### src/rtl/stack_arbiter_pkg.sv
// Shared definitions for the stack arbiter: FSM state and operation
// encodings, default word/address widths and a small index-wrap helper.
package stack_arbiter_pkg;

   localparam int DEF_WORD_LEN  = 8;
   localparam int DEF_WORD_SIZE = 4;

   typedef enum logic [1:0] {
      ST_IDLE  = 2'd0,
      ST_ISSUE = 2'd1,
      ST_ACK   = 2'd2
   } state_t;

   typedef enum logic [1:0] {
      OP_PUSH = 2'd0,
      OP_POP  = 2'd1,
      OP_BAD  = 2'd2
   } op_t;

   function automatic int wrap_idx(input int i, input int n);
      return i % n;
   endfunction

endpackage

### src/rtl/stack_arbiter_rr_picker.sv
// rr_picker: pure combinational round-robin selector.
//   active : request vector, one bit per requester
//   ptr    : highest-priority index for this pick
//   grant  : first active index at or after ptr, wrapping
//   valid  : at least one requester active
module rr_picker
   import stack_arbiter_pkg::*;
#(
   parameter int N  = 2,
   parameter int PW = 1
) (
   input  logic [N-1:0]  active,
   input  logic [PW-1:0] ptr,
   output logic [PW-1:0] grant,
   output logic          valid
);

   always_comb begin
      grant = '0;
      valid = 1'b0;
      for (int k = 0; k < N; k++) begin
         if (!valid && active[wrap_idx(int'(ptr) + k, N)]) begin
            valid = 1'b1;
            grant = PW'(wrap_idx(int'(ptr) + k, N));
         end
      end
   end

endmodule

### src/rtl/stack_arbiter.sv
// stack_arbiter: shares one stack between N_REQ requesters.
//
//   state    | meaning
//   ---------+-----------------------------------------------------------
//   ST_IDLE  | pick a winner round-robin, latch its op and push data
//   ST_ISSUE | one cycle: strobe the stack unless refused (of/uf/bad op)
//   ST_ACK   | one cycle: ack[winner], err and rdata valid
//
// Ports:
//   clk, reset        clock, async active-low reset
//   req_push/req_pop  per-requester level requests, held until ack
//   req_wdata         push data, requester i at [i*WORD_LEN +: WORD_LEN]
//   ack, err, rdata   completion pulse, refusal flag, popped word
//   count             stack occupancy 0..2**WORD_SIZE
//   stk_*             stack strobes, write data, top-of-stack and flags
module stack_arbiter
   import stack_arbiter_pkg::*;
#(
   parameter int WORD_LEN  = DEF_WORD_LEN,
   parameter int WORD_SIZE = DEF_WORD_SIZE,
   parameter int N_REQ     = 2
) (
   input  logic                      clk,
   input  logic                      reset,
   input  logic [N_REQ-1:0]          req_push,
   input  logic [N_REQ-1:0]          req_pop,
   input  logic [N_REQ*WORD_LEN-1:0] req_wdata,
   output logic [N_REQ-1:0]          ack,
   output logic                      err,
   output logic [WORD_LEN-1:0]       rdata,
   output logic [WORD_SIZE:0]        count,
   output logic                      stk_rd,
   output logic                      stk_wr,
   output logic [WORD_LEN-1:0]       stk_w_data,
   input  logic [WORD_LEN-1:0]       stk_r_data,
   input  logic                      stk_of,
   input  logic                      stk_uf
);

   localparam int PW = (N_REQ > 1) ? $clog2(N_REQ) : 1;

   state_t              state, state_nxt;
   op_t                 op, op_sel;
   logic [PW-1:0]       ptr, win, grant;
   logic                grant_vld;
   logic [N_REQ-1:0]    active;
   logic [WORD_LEN-1:0] wdata_sel;
   logic                push_ok, pop_ok;

   assign active = req_push | req_pop;

   rr_picker #(.N(N_REQ), .PW(PW)) u_pick (
      .active (active),
      .ptr    (ptr),
      .grant  (grant),
      .valid  (grant_vld)
   );

   always_comb begin
      wdata_sel = req_wdata[int'(grant)*WORD_LEN +: WORD_LEN];
      if (req_push[grant] && req_pop[grant]) begin
         op_sel = OP_BAD;
      end else if (req_push[grant]) begin
         op_sel = OP_PUSH;
      end else begin
         op_sel = OP_POP;
      end
   end

   // Strobes follow state directly so a reset in ISSUE drops them at once.
   assign push_ok = (op == OP_PUSH) && !stk_of;
   assign pop_ok  = (op == OP_POP) && !stk_uf;
   assign stk_wr  = (state == ST_ISSUE) && push_ok;
   assign stk_rd  = (state == ST_ISSUE) && pop_ok;

   always_comb begin
      state_nxt = state;
      case (state)
         ST_IDLE:  if (grant_vld) state_nxt = ST_ISSUE;
         ST_ISSUE: state_nxt = ST_ACK;
         ST_ACK:   state_nxt = ST_IDLE;
         default:  state_nxt = ST_IDLE;
      endcase
   end

   always_ff @(posedge clk or negedge reset) begin
      if (!reset) begin
         state      <= ST_IDLE;
         op         <= OP_PUSH;
         ptr        <= '0;
         win        <= '0;
         ack        <= '0;
         err        <= 1'b0;
         rdata      <= '0;
         count      <= '0;
         stk_w_data <= '0;
      end else begin
         state <= state_nxt;
         case (state)
            ST_IDLE: begin
               if (grant_vld) begin
                  win <= grant;
                  op  <= op_sel;
                  ptr <= (int'(grant) == N_REQ - 1) ? '0 : grant + 1'b1;
                  // Only a push presents data, keeping the bus quiet otherwise.
                  if (op_sel == OP_PUSH) stk_w_data <= wdata_sel;
               end
            end
            ST_ISSUE: begin
               stk_w_data <= '0;
               ack        <= {{(N_REQ-1){1'b0}}, 1'b1} << win;
               err        <= !(push_ok || pop_ok);
               rdata      <= pop_ok ? stk_r_data : '0;
               if (push_ok) count <= count + 1'b1;
               else if (pop_ok) count <= count - 1'b1;
            end
            ST_ACK: begin
               ack   <= '0;
               err   <= 1'b0;
               rdata <= '0;
            end
            default: ;
         endcase
      end
   end

endmodule

### config.mk
export PLATFORM = sky130hd
export DESIGN_NAME = stack_arbiter
export DESIGN_NICKNAME = d
export VERILOG_FILES = /design/src/rtl/stack_arbiter_pkg.sv /design/src/rtl/stack_arbiter_rr_picker.sv /design/src/rtl/stack_arbiter.sv
export SDC_FILE = /design/constraint.sdc
export NUM_CORES = 1
export LEC_CHECK = 0
export CAP_MARGIN = 40
export CORE_ASPECT_RATIO = 2
export CORE_MARGIN = 4
export CORE_UTILIZATION = 45
export CTS_CLUSTER_SIZE = 8
export DETAILED_ROUTE_END_ITERATION = 8
export PLACE_DENSITY = 0.91
export RECOVER_POWER = 50
export SLEW_MARGIN = 20
export SYNTH_ARGS = -nofsm -noshare
export SYNTH_HDL_FRONTEND = slang
export SYNTH_SLANG_ARGS = --single-unit
### constraint.sdc
create_clock -name clk -period 2.35 [get_ports clk]
set_input_delay 0.47 -clock clk [delete_from_list [all_inputs] [get_ports clk]]
set_output_delay 0.47 -clock clk [all_outputs]
set_load 0.005 [all_outputs]
==> results of run 1 <==
## cell type report
type | count | area [um^2]
Sequential cell | 30 | 751
Tap cell | 49 | 61.3
Fill cell | 281 | 1180
Timing Repair Buffer | 61 | 597
Clock buffer | 6 | 82.6
Inverter | 18 | 67.6
Clock inverter | 2 | 60.1
Multi-Input combinational cell | 104 | 810
## worst reg2reg max path: stages (launching register included)
cell	delay, ps
dfrtp_1	430
or3_1	410
buf_4	170
ha_1	290
nor2b_1	130
o21ai_0	240
o2bb2ai_1	150
nand2_1	60
## placed cells by master (no fill, tap or decap), types with 3 or more instances in the layout
master / n
nand3_1: 3
mux2i_1: 9
nor2_1: 3
clkdlybuf4s50_1: 47
buf_4: 3
o2bb2ai_1: 8
inv_1: 17
o21ai_0: 17
nand2_1: 18
clkbuf_8: 6
ha_1: 7
nor2b_1: 4
nand3b_1: 3
dfrtp_1: 30
mux2_2: 3
dlygate4sd3_1: 9
## how the worst max path moves through the flow
stage / start / to / slack, ps / depth (start not counted)
global route: state[1]$_DFFE_PN0P_ / stk_rd / 60 / 4
floorplan: stk_of / count[4]$_DFFE_PN0P_ / 510 / 6
global placement: stk_of / stk_wr / -60 / 5
detailed placement: stk_of / count[4]$_DFFE_PN0P_ / -120 / 8
CTS: state[1]$_DFFE_PN0P_ / stk_rd / 40 / 4
finish: state[1]$_DFFE_PN0P_ / stk_rd / 130 / 4
## power by group through the flow
| stage | Sequential (uW) | Combinational, uW | Clock [uW] |
|---|---|---|---|
| finish | 927 | 1440 | 644 |
| global route | 963 | 1610 | 676 |
| CTS | 931 | 1490 | 656 |
| detailed placement | 938 | 1480 | 0 |
| global placement | 927 | 1440 | 0 |
| floorplan | 905 | 862 | 0 |
## registers in the layout (all words and copies together) (netlist names)
signal	count
ptr	1
ack	2
state	2
err	1
stk_w_data	8
count	5
rdata	8
op	2
win	1
## cell usage after synthesis, types with 2 or more instances
library cell / number
a21boi_0: 2
dfrtp_1: 30
ha_1: 8
inv_1: 18
mux2_2: 3
mux2i_1: 9
nand2_1: 18
nand3_1: 3
nand3b_1: 3
nor2_1: 3
nor2b_1: 4
o211ai_1: 2
o21ai_0: 17
o22ai_1: 2
o2bb2ai_1: 8
xnor2_1: 2
## routing by layer
layer	global-route usage	part of all wire	vias to the layer above
met5	0	0	-
met4	0.112	0.041	0
met3	0.0429	0.053	13
met2	0.317	0.54	51
met1	0.177	0.36	666
li1	-	-	668
## cells by family (layout without fill, tap and decap cells)
| group | after synthesis | count (layout) | share of synthesized area |
|---|---|---|---|
| buffers and inverters | 23 | 87 | 0.0604 |
| DFF | 30 | 30 | 0.453 |
| adders and majority gates | 9 | 9 | 0.0725 |
| muxes | 13 | 13 | 0.0883 |
| and+or+nand+nor | 40 | 40 | 0.138 |
| AOI/OAI and AO/OA | 39 | 39 | 0.172 |
| xor gates and xnor gates | 3 | 3 | 0.0159 |
## repair_timing
action | 4_1_cts | 5_1_grt
setup endpoints to repair | 1 | 1
gates resized for setup | 1 | 2
pin swaps | 1 | 0
## per-stage QoR
step	total power (uW)	hold slack, ps	utilization	setup TNS (ps)	area (um^2)
finish	3010	481	0.673	0	2430
global route	3240	513	0.673	0	2430
CTS	3070	491	0.673	0	2430
detailed placement	2420	473	0.634	-202	2290
global placement	2360	471	0.634	-103	2290
floorplan	1770	174	-	0	1660
==> reports/summary.txt, run 1 <==
CRITICAL PATH
--------------------------------------------------------------------------------------------------
CP arrival                                                                                 1750 ps
Worst r2r path cells                                                                             7
Cells along the critical path                                                         inv_2, ha_2, and4bb_2, clkdlybuf4s50_1
Largest delay contributor family on the critical path                                 buffers and inverters
Critical path data required time                                                           1880 ps
Buffers and inverters on the worst path                                                          2
Worst reg2reg path startpoint                                                         op[0]$_DFFE_PN0P_
Start-to-end type of the worst setup path                                             flop to output port
Capture instance of the worst register-to-register path                               count[4]$_DFFE_PN0P_
Startpoint types                                                                              flop
Critical path's slowest cell                                                          clkdlybuf4s50_1
Critical path's largest stage delay                                                         500 ps
Critical Path End Type                                                                 output port
R2R Setup Slk                                                                               370 ps
Critical-path maximum fanout                                                                     4

TIMING
--------------------------------------------------------------------------------------------------
Post-layout worst setup margin                                                              133 ps
Final clock period utilization by the worst path                                             0.944
Total count of max-transition violations in the final report                                     0
Hold violation total from the final report                                                       0
Max Fclk                                                                                   451 MHz
Setup violations, final                                                                          0
Unrepaired setup endpoints after global routing                                              false
Clock Skew                                                                                 5.75 ps
Worst-margin pin slew                                                                       716 ps
Max-Slew Margin vs Limit                                                                     0.522
Post-layout minimum cycle time                                                             2220 ps

STATUS
--------------------------------------------------------------------------------------------------
Run status                                                                            finished, final reports clean

ROUTE
--------------------------------------------------------------------------------------------------
DRT Wirelength                                                                             3730 um
Number of vias per cell                                                                       5.18
Number of iterations in the first detailed-routing pass                                          4
Number of nets still failing antenna checks after routing                                        0
Iter 0 DRT Violations                                                                           14
WL per Instance                                                                            13.8 um
DR vias                                                                                       1398
Number of design rule violations left after detail routing                                       0

POWER AND IR DROP
--------------------------------------------------------------------------------------------------
Pwr dens                                                                              1240 nW/um^2
Leakage power                                                                           0.00109 uW
Max IR drop VDD                                                                           0.842 mV
Comb power frac                                                                              0.478
Sw Ratio                                                                                     0.337
Switch Pwr                                                                                 1020 uW
Power share of the clock group                                                               0.214
Portion of total power attributed to sequential cells                                        0.308
Internal portion of total power                                                            2000 uW

JOB
--------------------------------------------------------------------------------------------------
Count of maximum capacitance violations                                                          0

CTS
--------------------------------------------------------------------------------------------------
Maximum clock insertion buffer count                                                             2
Clock transition time at the flip-flop clock pins of the worst setup and hold paths          60 ps
Clk sink count                                                                                  30
Hold-fix buffers, CTS                                                                            0
Later-pin clock latency in the skew report                                                  280 ps
Post-CTS setup repair buffer count                                                               0
Clock root buffer master                                                                  clkbuf_8
H-tree depth reported by CTS                                                                     2
Clock tree from TritonCTS                                                                    built
Number of buffers created by CTS                                                                 5

FLOORPLANNING
--------------------------------------------------------------------------------------------------
Chip width                                                                                 50.9 um
Count of pins on the block boundary                                                             58
Initial cell density of the core                                                             0.460
Number of placement rows                                                                        31
Core ar.                                                                                 3610 um^2
DIE AREA                                                                                 4780 um^2
Die Height                                                                                 93.8 um

FINAL LAYOUT
--------------------------------------------------------------------------------------------------
Number of antenna repair diodes                                                                  0
Layout cells sized above 1                                                                   0.118
Final Non-Filler Cells                                                                         270
Fin nets                                                                                       261
Synthesis-to-finish area growth                                                              46.5%

SYNTHESIS
--------------------------------------------------------------------------------------------------
Post-Synthesis Cell Area                                                                 1660 um^2
Top cells by area in the synthesized netlist                                          dfrtp_1, ha_1, mux2i_1, o21ai_0, o2bb2ai_1
Count of cell types in the netlist                                                              41
Most used flip-flop cell after synthesis                                                   dfrtp_1
Synthesized area per cell                                                                10.6 um^2
Yosys top cell by area                                                                     dfrtp_1
Synth Instances                                                                                157
Number of synthesized flops with an enable pin                                                   0
Post-synthesis sequential element count                                                         30
Count of yosys warnings during synthesis                                                         0
Top-area cell type share of the netlist area                                                 0.453
Syn nets                                                                                       198
Post-synthesis sequential area ratio                                                         0.453
Ys async rst share                                                                            1.00

PLACEMENT
--------------------------------------------------------------------------------------------------
Buffers added on ports                                                                          57
Placed cell count                                                                              262
Worst-case setup slack after placement                                                     -117 ps
Estimated wirelength of the detail-placed design                                           2960 um
Final weighted congestion in routability-driven placement                                    0.722

WORST HOLD PATH
--------------------------------------------------------------------------------------------------
Worst hold-check path type                                                            flop to flop
Hold_sp                                                                               stk_w_data[2]$_DFFE_PN0P_
End of the worst hold path                                                            stk_w_data[2]$_DFFE_PN0P_
Hold Crit Depth                                                                                  1

GRT
--------------------------------------------------------------------------------------------------
Total congestion overflow after global routing                                                   0
Global-route wire length before repair                                                     6350 um
Vias in the first global route                                                                1484
Number of antenna violations at the first check in global routing                                0
GRT Util Overall                                                                             0.178
Maximum number of pins on one net before global-route repair                                    31

(Power assumes the default switching activity.)
==> run 2, diff against run 1 <==
--- a/config.mk
+++ b/config.mk
@@ -13,6 +13,7 @@
 export DETAILED_ROUTE_END_ITERATION = 8
 export PLACE_DENSITY = 0.91
 export RECOVER_POWER = 50
+export SKIP_CTS_REPAIR_TIMING = 1
 export SLEW_MARGIN = 20
 export SYNTH_ARGS = -nofsm -noshare
 export SYNTH_HDL_FRONTEND = slang
==> run 2 against run 1 <==
  * Power increased by 0.30%
  * Highest routed layer unchanged
  * Cell area is 0.36% higher
  * Fmax hardly changed
  * Hold slack barely moved
  * Critical path depth did not move
  * Non-clock buffer count did not move
  * Die area unchanged
  * Sequential power is essentially flat
  * Critical endpoint unchanged
  * Cell count did not move
  * Clock skew is essentially flat
==> reports/summary.txt, run 2 (same netlist as run 1, synthesis figures left out) <==
ROUTE
--------------------------------------------------------------------------------------------------
Number of nets still failing antenna checks after routing                                        0   unchanged
DR vias                                                                                       1392   -0.43%
Number of iterations in the first detailed-routing pass                                          4   unchanged
Number of vias per cell                                                                       5.16   -0.43%
Number of design rule violations left after detail routing                                       0   unchanged
DRT Wirelength                                                                             3770 um   +1.1%
WL per Instance                                                                            14.0 um   +1.1%
Iter 0 DRT Violations                                                                           13   -1

POWER AND IR DROP
--------------------------------------------------------------------------------------------------
Switch Pwr                                                                                 1020 uW   +0.33%
Sw Ratio                                                                                     0.337   about the same
Portion of total power attributed to sequential cells                                        0.307   about the same
Comb power frac                                                                              0.479   about the same
Leakage power                                                                           0.00111 uW   +1.3%
Internal portion of total power                                                            2000 uW   +0.29%
Pwr dens                                                                              1240 nW/um^2   about the same
Max IR drop VDD                                                                           0.842 mV   about the same
Power share of the clock group                                                               0.213   about the same

CTS
--------------------------------------------------------------------------------------------------
Clock root buffer master                                                                  clkbuf_8
Later-pin clock latency in the skew report                                                  280 ps   about the same
Clock transition time at the flip-flop clock pins of the worst setup and hold paths          60 ps   about the same
Maximum clock insertion buffer count                                                             2   unchanged
Number of buffers created by CTS                                                                 5   unchanged
Clk sink count                                                                                  30   unchanged
H-tree depth reported by CTS                                                                     2   unchanged
Clock tree from TritonCTS                                                                    built

TIMING
--------------------------------------------------------------------------------------------------
Fin Hold WS                                                                                 481 ps   +0.00600 ps
Hold violation total from the final report                                                       0   unchanged
Post-layout minimum cycle time                                                             2220 ps   +0.434 ps
Final clock period utilization by the worst path                                             0.944   about the same
Clock Skew                                                                                 5.43 ps   -0.312 ps
Worst-margin pin slew                                                                       717 ps   +0.200 ps
Total count of max-transition violations in the final report                                     0   unchanged
Setup violations, final                                                                          0   unchanged
Unrepaired setup endpoints after global routing                                              false
Max Fclk                                                                                   451 MHz   about the same
Final sum of negative setup slack                                                             0 ps   unchanged
Max-Slew Margin vs Limit                                                                     0.522   about the same

GRT
--------------------------------------------------------------------------------------------------
Number of antenna violations at the first check in global routing                                0   unchanged
GRT Util Overall                                                                             0.178   unchanged
Total congestion overflow after global routing                                                   0   unchanged
Vias in the first global route                                                                1482   -0.13%
Global-route wire length before repair                                                     6350 um   unchanged
Maximum number of pins on one net before global-route repair                                    31   unchanged

CRITICAL PATH
--------------------------------------------------------------------------------------------------
Critical path's largest stage delay                                                         500 ps   about the same
Critical Path End Type                                                                 output port
Critical path's slowest cell                                                          clkdlybuf4s50_1
Critical path data required time                                                           1880 ps   about the same
CP arrival                                                                                 1750 ps   about the same
Startpoint types                                                                              flop
R2R Setup Slk                                                                               380 ps   about the same
Critical-path maximum fanout                                                                     4   unchanged
Buffers and inverters on the worst path                                                          2   unchanged
Start-to-end type of the worst setup path                                             flop to output port
Largest delay contributor family on the critical path                                 buffers and inverters
Cells along the critical path                                                         inv_2, ha_2, and4bb_2, clkdlybuf4s50_1

JOB
--------------------------------------------------------------------------------------------------
Count of maximum capacitance violations                                                          0   unchanged

PLACEMENT
--------------------------------------------------------------------------------------------------
Estimated wirelength of the detail-placed design                                           2960 um   unchanged
Final weighted congestion in routability-driven placement                                    0.722   unchanged
Buffers added on ports                                                                          57   unchanged

FLOORPLANNING
--------------------------------------------------------------------------------------------------
Count of pins on the block boundary                                                             58   unchanged
Initial cell density of the core                                                             0.460   unchanged
Chip width                                                                                 50.9 um   unchanged
Core ar.                                                                                 3610 um^2   unchanged
Number of placement rows                                                                        31   unchanged
Die Height                                                                                 93.8 um   unchanged
DIE AREA                                                                                 4780 um^2   unchanged

WORST HOLD PATH
--------------------------------------------------------------------------------------------------
Worst hold-check path type                                                            flop to flop

STATUS
--------------------------------------------------------------------------------------------------
Run status                                                                            finished, final reports clean

FINAL LAYOUT
--------------------------------------------------------------------------------------------------
Most frequent standard cell in the layout excluding fill and tap cells                clkdlybuf4s50_1
Largest registers ranked by flip-flop count                                           rdata (8), stk_w_data (8), count (5)
Number of filler instances in the final layout                                                 280   -0.36%
Synthesis-to-finish area growth                                                              47.0%
Number of antenna repair diodes                                                                  0   unchanged
Register cell area after layout                                                           751 um^2   unchanged
Commonest cells after routing, fill and taps aside                                    clkdlybuf4s50_1, dfrtp_1, nand2_1
Layout cells sized above 1                                                                   0.122   +0.00452
End-of-flow core utilization                                                                 0.676   +0.00243
Area of the multi-input gates                                                             815 um^2   +0.62%
Fin nets                                                                                       261   unchanged

-- run 2: changes by cell type in the layout (fill, tap and decap cells not counted), sizes merged --
cell          previous run  this run
dlygate4sd2              1         0
dlymetal6s2s             0         1
-- run 2: routing by layer --
| layer | track usage | vias to the layer above | wire, um |
|---|---|---|---|
| li1 | - | 668 | - |
| met1 | 0.177 | 671 | 1380 |
| met2 | 0.317 | 42 | 2080 |
| met3 | 0.0429 | 11 | 176 |
| met4 | 0.112 | 0 | 133 |
| met5 | 0 | - | 0 |
-- run 2: area by class of cell --
class,count,share of cell area
multi-input combinational,104,0.334
sequential,30,0.308
timing repair buffer,61,0.246
clock buffer,6,0.0339
inverter,18,0.0277
tap,49,0.0252
clock inverter,2,0.0246
-- run 2: power by group through the flow --
stage               Sequential (uW)  Combinational (uW)  Clock [uW]
detailed placement              938                1480           0
CTS                             931                1490         656
floorplan                       905                 862           0
global route                    966                1610         676
global placement                927                1440           0
finish                          930                1450         645
-- run 2: through the flow --
stage / std cells / setup WS, ps / total power (uW) / area (um^2)
after floorplan: 157 / 509 / 1770 / 1660
after global placement: 262 / -61.6 / 2360 / 2290
after detailed placement: 262 / -117 / 2420 / 2290
after CTS: 270 / -104 / 3080 / 2430
after global routing: 270 / 60.8 / 3250 / 2440
final: 270 / 132 / 3020 / 2440
-- run 2: path summary, 6_finish.rpt --
kind / end / from / cells past startpoint
max: stk_rd / state[1]$_DFFE_PN0P_ / 4
max in group asynchronous: stk_w_data[1]$_DFFE_PN0P_ / reset / 2
min in group asynchronous: rdata[5]$_DFFE_PN0P_ / reset / 2
max reg2reg: count[4]$_DFFE_PN0P_ / op[1]$_DFFE_PN0P_ / 7
min reg2reg: stk_w_data[2]$_DFFE_PN0P_ / stk_w_data[2]$_DFFE_PN0P_ / 1
min: stk_w_data[2]$_DFFE_PN0P_ / stk_w_data[2]$_DFFE_PN0P_ / 1
